`src/rtl/rstatus_controller_pkg.sv`:
```
// Shared definitions for the rstatus controller: FSM encoding, default target register, overflow codes.
package rstatus_controller_pkg;

  typedef enum logic {
    ST_IDLE = 1'b0,
    ST_PEND = 1'b1
  } rs_state_t;

  localparam int unsigned RSTATUS_REG_DEF = 30;

  localparam logic [31:0] OVF_ADD  = 32'd1;
  localparam logic [31:0] OVF_ADDI = 32'd2;
  localparam logic [31:0] OVF_SUB  = 32'd3;

endpackage

```
`src/rtl/rstatus_controller_sat_counter.sv`:
```
// Saturating up-counter: one step per enabled edge, 0 latency, holds at all-ones instead of wrapping.
module sat_counter #(
  parameter int unsigned W = 8
) (
  input  logic         clk,
  input  logic         rst_n,
  input  logic         en,
  output logic [W-1:0] cnt
);

  always_ff @(posedge clk or negedge rst_n) begin
    if (!rst_n) begin
      cnt <= '0;
    end else if (en && (cnt != '1)) begin
      cnt <= cnt + 1'b1;
    end
  end

endmodule

```
`src/rtl/rstatus_controller.sv`:
```
// Captures overflow/setx rstatus values and writes them to the regfile one cycle later.
// Write stalls while normal writeback owns the port; a newer capture supersedes an unwritten value.
module rstatus_controller
  import rstatus_controller_pkg::*;
#(
  parameter int unsigned RSTATUS_REG = RSTATUS_REG_DEF,
  parameter int unsigned COUNT_W     = 8
) (
  input  logic               clk,
  input  logic               rst_n,
  input  logic               ovf_valid,
  input  logic [31:0]        ovf_code,
  input  logic               setx_valid,
  input  logic [26:0]        setx_target,
  input  logic               wb_busy,
  input  logic               bex_query,
  output logic               rs_we,
  output logic [4:0]         rs_waddr,
  output logic [31:0]        rs_wdata,
  output logic [31:0]        rstatus,
  output logic               bex_taken,
  output logic               pending,
  output logic [COUNT_W-1:0] ovf_count
);

  rs_state_t   state, state_nxt;
  logic        capture;
  logic [31:0] capture_val;

  // Overflow wins when both sources fire in the same cycle.
  assign capture     = ovf_valid | setx_valid;
  assign capture_val = ovf_valid ? ovf_code : {5'b0, setx_target};

  always_ff @(posedge clk or negedge rst_n) begin
    if (!rst_n) begin
      state   <= ST_IDLE;
      rstatus <= '0;
    end else begin
      state <= state_nxt;
      if (capture) begin
        rstatus <= capture_val;
      end
    end
  end

  always_comb begin
    state_nxt = state;
    rs_we     = 1'b0;
    case (state)
      ST_IDLE: begin
        if (capture) state_nxt = ST_PEND;
      end
      ST_PEND: begin
        rs_we = !wb_busy;
        if (rs_we && !capture) state_nxt = ST_IDLE;
      end
      default: state_nxt = ST_IDLE;
    endcase
  end

  assign pending   = (state == ST_PEND);
  assign rs_waddr  = 5'(RSTATUS_REG);
  assign rs_wdata  = rstatus;
  // Decision uses the registered value only; same-cycle captures are not forwarded.
  assign bex_taken = bex_query && (rstatus != '0);

  sat_counter #(
    .W (COUNT_W)
  ) u_ovf_cnt (
    .clk   (clk),
    .rst_n (rst_n),
    .en    (ovf_valid),
    .cnt   (ovf_count)
  );

endmodule
```
`config.mk`:
```
export PLATFORM = sky130hd
export DESIGN_NAME = rstatus_controller
export DESIGN_NICKNAME = d
export VERILOG_FILES = /design/src/rtl/rstatus_controller_pkg.sv /design/src/rtl/rstatus_controller_sat_counter.sv /design/src/rtl/rstatus_controller.sv
export SDC_FILE = /design/constraint.sdc
export NUM_CORES = 1
export LEC_CHECK = 0
export BUFFER_PORTS_ARGS = -buffer_cell sky130_fd_sc_hd__clkbuf_2
export CAP_MARGIN = 20
export CELL_PAD_IN_SITES_DETAIL_PLACEMENT = 1
export CELL_PAD_IN_SITES_GLOBAL_PLACEMENT = 1
export CORE_MARGIN = 2
export CORE_UTILIZATION = 32
export DETAILED_ROUTE_END_ITERATION = 7
export PLACE_DENSITY = 0.92
export SETUP_SLACK_MARGIN = 0.3
export SLEW_MARGIN = 10
export SYNTH_ARGS = -nofsm -noshare
export SYNTH_HDL_FRONTEND = slang
export SYNTH_SLANG_ARGS = --single-unit
```
`constraint.sdc`:
```
create_clock -name clk -period 2.5 [get_ports clk]
set_clock_uncertainty 0.15 [all_clocks]
set_input_delay 0.125 -clock clk [delete_from_list [all_inputs] [get_ports clk]]
set_output_delay 0.125 -clock clk [all_outputs]
set_load 0.03 [all_outputs]
```
# Word level (Yosys, flattened, before mapping)
# Index checks and enable logic that the tools add are counted.
[op_classes]
n_eq_ne = 1
n_addsub = 1
n_reduce_logical = 6
n_bitwise = 2
n_mux = 5
[ops]
columns = ["operator", "count"]
rows = [
  ["2-to-1 mux 32 bit", 1],
  ["nonzero test 32 bit", 1],
  ["adder 8 x 1 -> 8 bit, second input constant", 1],
  ["!= test 8 bit, second input constant", 1],
  ["logical AND 1 bit", 3],
  ["2-to-1 mux 1 bit", 3],
  ["zero test 1 bit", 2],
  ["case mux 1 bit (2 select lines)", 1],
  ["NOT 1 bit", 1],
  ["OR 1 bit", 1],
]
[totals]
in_bits = 65
reg_bits = 41
output_inout_bits = 80
elab_cells = 18

# Logic depth before layout (Yosys ltp)
[logic_depth]
depth_word = 5
ltp_mapped = 4
mapped_depth_nobuf = 4

# Modules after synthesis
# Synthesis repeated with hierarchy kept, for this count alone.
[hier_totals]
cells_unflattened = 226
area_unflattened_um2 = 2272.2
[modules_own_cells]
columns = ["module", "area_each_um2", "seq_area_each_um2", "cells_per_inst", "instances"]
rows = [
  ["rstatus_controller", 1864.3, 825.8, 192, 1],
  ["sat_counter", 407.9, 200.2, 34, 1],
]

# Worst setup path after synthesis
# No wires, ideal clock.
[synth_timing]
path_kind = "flip-flop to flip-flop"
startpoint = "register u_ovf_cnt.cnt[0]"
endpoint = "register u_ovf_cnt.cnt[1]"
n_path_buf = 0
period_less_slack_ns = 1.716
stages_incl_launch_ff = 5
arrival_ns = 1.439
required_time_ns = 2.222
setup_ns = 0.128
setup_slack_ns = 0.784
path_cell_list = "dfrtp_1 > ha_1 > nand3_1 > o21ai_2 > mux2_1"
[synth_between]
elab_chain_cells = 2
elab_cells_between_ends = 3
cone_classes = "add/sub (1); eq/ne (1); reduce/logical (1)"
[synth_lines]
columns = ["element", "line_no", "source"]
rows = [
  ["start: declaration", "rstatus_controller_sat_counter.sv:8", "output logic [W-1:0] cnt"],
  ["start signal: assignment", "rstatus_controller_sat_counter.sv:15", "cnt <= cnt + 1'b1;"],
  ["parallel branches: the longest is 2 deep, another holds adder 8 x 1 -> 8 bit", "n/a", ""],
]
# Several ways; the timed one is not identified.
# A chain may end at the register's enable or synchronous reset.

# Worst setup path in the final report
[layout_timing]
startpoint = "register rstatus[16] (netlist: rs_wdata[16])"
endpoint = "output port bex_taken"
[layout_between]
elab_chain_cells = 2
[layout_lines]
columns = ["element", "line_no", "source"]
rows = [
  ["start: declaration", "rstatus_controller.sv:20", "output logic [31:0] rstatus,"],
  ["start signal: assignment", "rstatus_controller.sv:41", "rstatus <= capture_val;"],
  ["nonzero test 32 bit", "rstatus_controller.sv:65", "assign bex_taken = bex_query && (rstatus != '0);"],
  ["logical AND 1 bit", "rstatus_controller.sv:65", ""],
  ["end: declaration", "rstatus_controller.sv:21", "output logic bex_taken,"],
]
# Every way passes these cells.

==> results.json <==
{
  "first_pass_iters": 4,
  "dieArea_mm2": 0.007648,
  "post-route-drc-count": 0,
  "dp_worst_setup_slack_ns": 0.6849,
  "stdcell_count": 459,
  "synth.distinct_cells": 28,
  "place.detailed.hpwl_mm": 4.563,
  "cp-start-kind": "flop",
  "powerDensity_mw_per_mm2": 670.3,
  "rsz0062_at_grt": "false",
  "required_ns": 2.23,
  "clockBufferDepth": 2,
  "drtAntennaViolNets": 0,
  "worst-path-buf-inv": 1,
  "crit_path_top_delay_cell": "dfrtp_1",
  "die_w_um": 87.45,
  "diodes": 0,
  "synth_edf_count": 0,
  "path_cells": "nor4_2 -> nand4_1 -> o21a_1 -> clkbuf_2",
  "cts.sinks": 41,
  "final.period_utilization": 0.7886,
  "finalWorstSetupSlack_ns": 0.5286,
  "die_h_um": 87.45,
  "synth-seq-cells": 41,
  "cp_slowest_stage_delay_ns": 0.42,
  "drt_iter0_markers": 37,
  "setup_viol": 0,
  "yosysTopAreaCell": "dfrtp_1",
  "outcome": "finished, final reports clean",
  "grt_antenna_before_repair": 0,
  "synth_cells": 225,
  "grt_max_degree": 42,
  "drv_slew": 0,
  "syn_area_mm2": 0.002228,
  "finalCriticalPeriod_ns": 1.971,
  "hold_ws_ns": 0.006655,
  "grtUsageTotal": 0.1888,
  "leakage_nw": 1.750,
  "power_mw": 2.235,
  "synth_top_area_frac": 0.4604,
  "grt-ovfl-total": 0,
  "dp_cells": 400,
  "grt_pass1_vias": 2267,
  "finalWirelength_mm": 7.172,
  "maxCapViolations": 0,
  "coreArea_mm2": 0.006756,
  "num_rows": 30,
  "rr_startpoint": "u_ovf_cnt.cnt[0]",
  "clk-insertion-delay-late_ns": 0.29,
  "endpoint_kind": "output port",
  "synthFlopType": "dfrtp_1",
  "cp_data_arrival_time_ns": 1.70,
  "drive_gt1_frac": 0.4037,
  "worst-setup-path-type": "reg -> out",
  "hold_viol_final": 0,
  "nNetsFinal": 444,
  "numCtsBuffers": 5,
  "ctsHtreeMaxLevel": 2,
  "clkTransAtPathRegs_ns": 0.07,
  "max_slew.worst_pin.slew_ns": 1.046,
  "grt_pass1_wl_mm": 11.18,
  "ir_drop_v": 0.0004841,
  "fin_tns_setup_ns": 0,
  "cp_max_fo": 4,
  "synthArstFlopShare": 1.000,
  "ys_seq_area_frac": 0.4604,
  "avgSynthCellArea_um2": 9.904,
  "io_pins": 145,
  "fmax_mhz": 507.3,
  "syn2layout_area_growth_pct": 49.64,
  "wire_per_inst_um": 15.63,
  "hold_path.startpoint": "setx_target[23]",
  "start_util": 0.3298,
  "hold_class": "in -> reg",
  "viasPerCell": 4.828,
  "synth_area_leaders": "dfrtp_1, buf_4, mux2i_1",
  "cp-startpoint": "rs_wdata[16]",
  "root_buffer": "clkbuf_8",
  "yosysWarnings": 0,
  "crit_family": "simple AND/OR/NAND/NOR gates",
  "relSlewSlack": 0.3024,
  "vias": 2216,
  "final.fill_count": 803,
  "io_buffers": 139,
  "cts_tree": "built",
  "globalplace.congestion": 0.7177
}
[layer usage]
metal | vias up | track usage | share of wire
li1 | 1033 | - | -
met1 | 1067 | 0.2155 | 0.39
met2 | 105 | 0.3519 | 0.54
met3 | 11 | 0.04645 | 0.061
met4 | 0 | 0.04196 | 0.013
met5 | - | 0 | 0
[state kept, by name, indices dropped and copies added, names as in the netlist]
register,cells
u_ovf_cnt.cnt,8
pending,1
rs_wdata,32
[worst min-delay path, cell delays in order]
cell and delay, ns:
clkbuf_2 0.08, mux2i_1 0.05, o21ai_0 0.15
[placed cells by master, fill, tap and decap left out, drive strengths merged]
cell type / Yosys / layout
a21oi: 3 / 3
and4: 1 / 1
buf: 45 / 2
or2: 1 / 1
clkinv: 0 / 1
xnor2: 4 / 4
dlygate4sd3: 0 / 50
dfrtp: 41 / 41
o21ai: 34 / 34
and2: 1 / 1
o211ai: 2 / 2
nand4: 3 / 3
nor4: 8 / 8
inv: 1 / 1
nand2b: 6 / 6
a211o: 1 / 1
nand3: 2 / 2
nor2b: 1 / 1
conb: 2 / 5
and3: 1 / 1
mux2: 2 / 2
mux2i: 28 / 28
clkbuf: 3 / 146
ha: 1 / 1
nand2: 33 / 33
o21a: 1 / 1
[Yosys cell counts, drive strengths merged (2+ instances only)]
master,instances
nand3,2
nand2b,6
mux2i,28
dfrtp,41
buf,45
nor4,8
nand2,33
conb,2
o21ai,34
o211ai,2
xnor2,4
nand4,3
clkbuf,3
a21oi,3
mux2,2
[where the power goes]
group          total [mW]  internal (mW)  switching, mW
clock network       0.478          0.250          0.228
registers           0.899          0.767          0.132
logic               0.858          0.314          0.543
total                2.24           1.33          0.904
[repair_timing]
item,4_1_cts,5_1_grt
setup endpoints to repair,0,1
hold endpoints to repair,74,1
gates resized for setup,0,1
hold buffers,49,1
setup buffers,0,0
[final timing paths]
path,endpoint,cells after the start,slack [ns]
worst max-delay path,bex_taken,4,0.53
worst min-delay path,rs_wdata[23],3,0.007
worst max register to register,u_ovf_cnt.cnt[1],4,0.85
worst min register to register,pending,1,0.37
max in group asynchronous,rs_wdata[8],3,1.60
min in group asynchronous,rs_wdata[0],2,0.11
[area by class of cell]
type / count / area (µm²) / area share
timing repair buffer: 191 / 1224 / 0.3670
clock buffer: 7 / 96.34 / 0.02889
multi-input combinational: 138 / 879.6 / 0.2638
inverter: 1 / 3.754 / 0.001126
sequential: 41 / 1026 / 0.3077
tap: 80 / 100.1 / 0.03002
clock inverter: 1 / 5.005 / 0.001501
[kinds of logic after synthesis]
group	count (synthesis)	share of synthesized area
buffers and inverters	49	0.1527
AOI/OAI and AO/OA	41	0.09882
xor gates and xnor gates	4	0.01572
and+or+nand+nor	57	0.1258
DFF	41	0.4604
other	2	0.003370
muxes	30	0.1376
adders and majority gates	1	0.005614
[per-stage QoR]
step,utilization,instance area (µm²)
after floorplan,-,2240
after global placement,0.4006,2706
after detailed placement,0.4006,2706
after CTS,0.4881,3298
after global routing,0.4935,3334
final,0.4935,3334
Power figures use the tool's default switching activity.
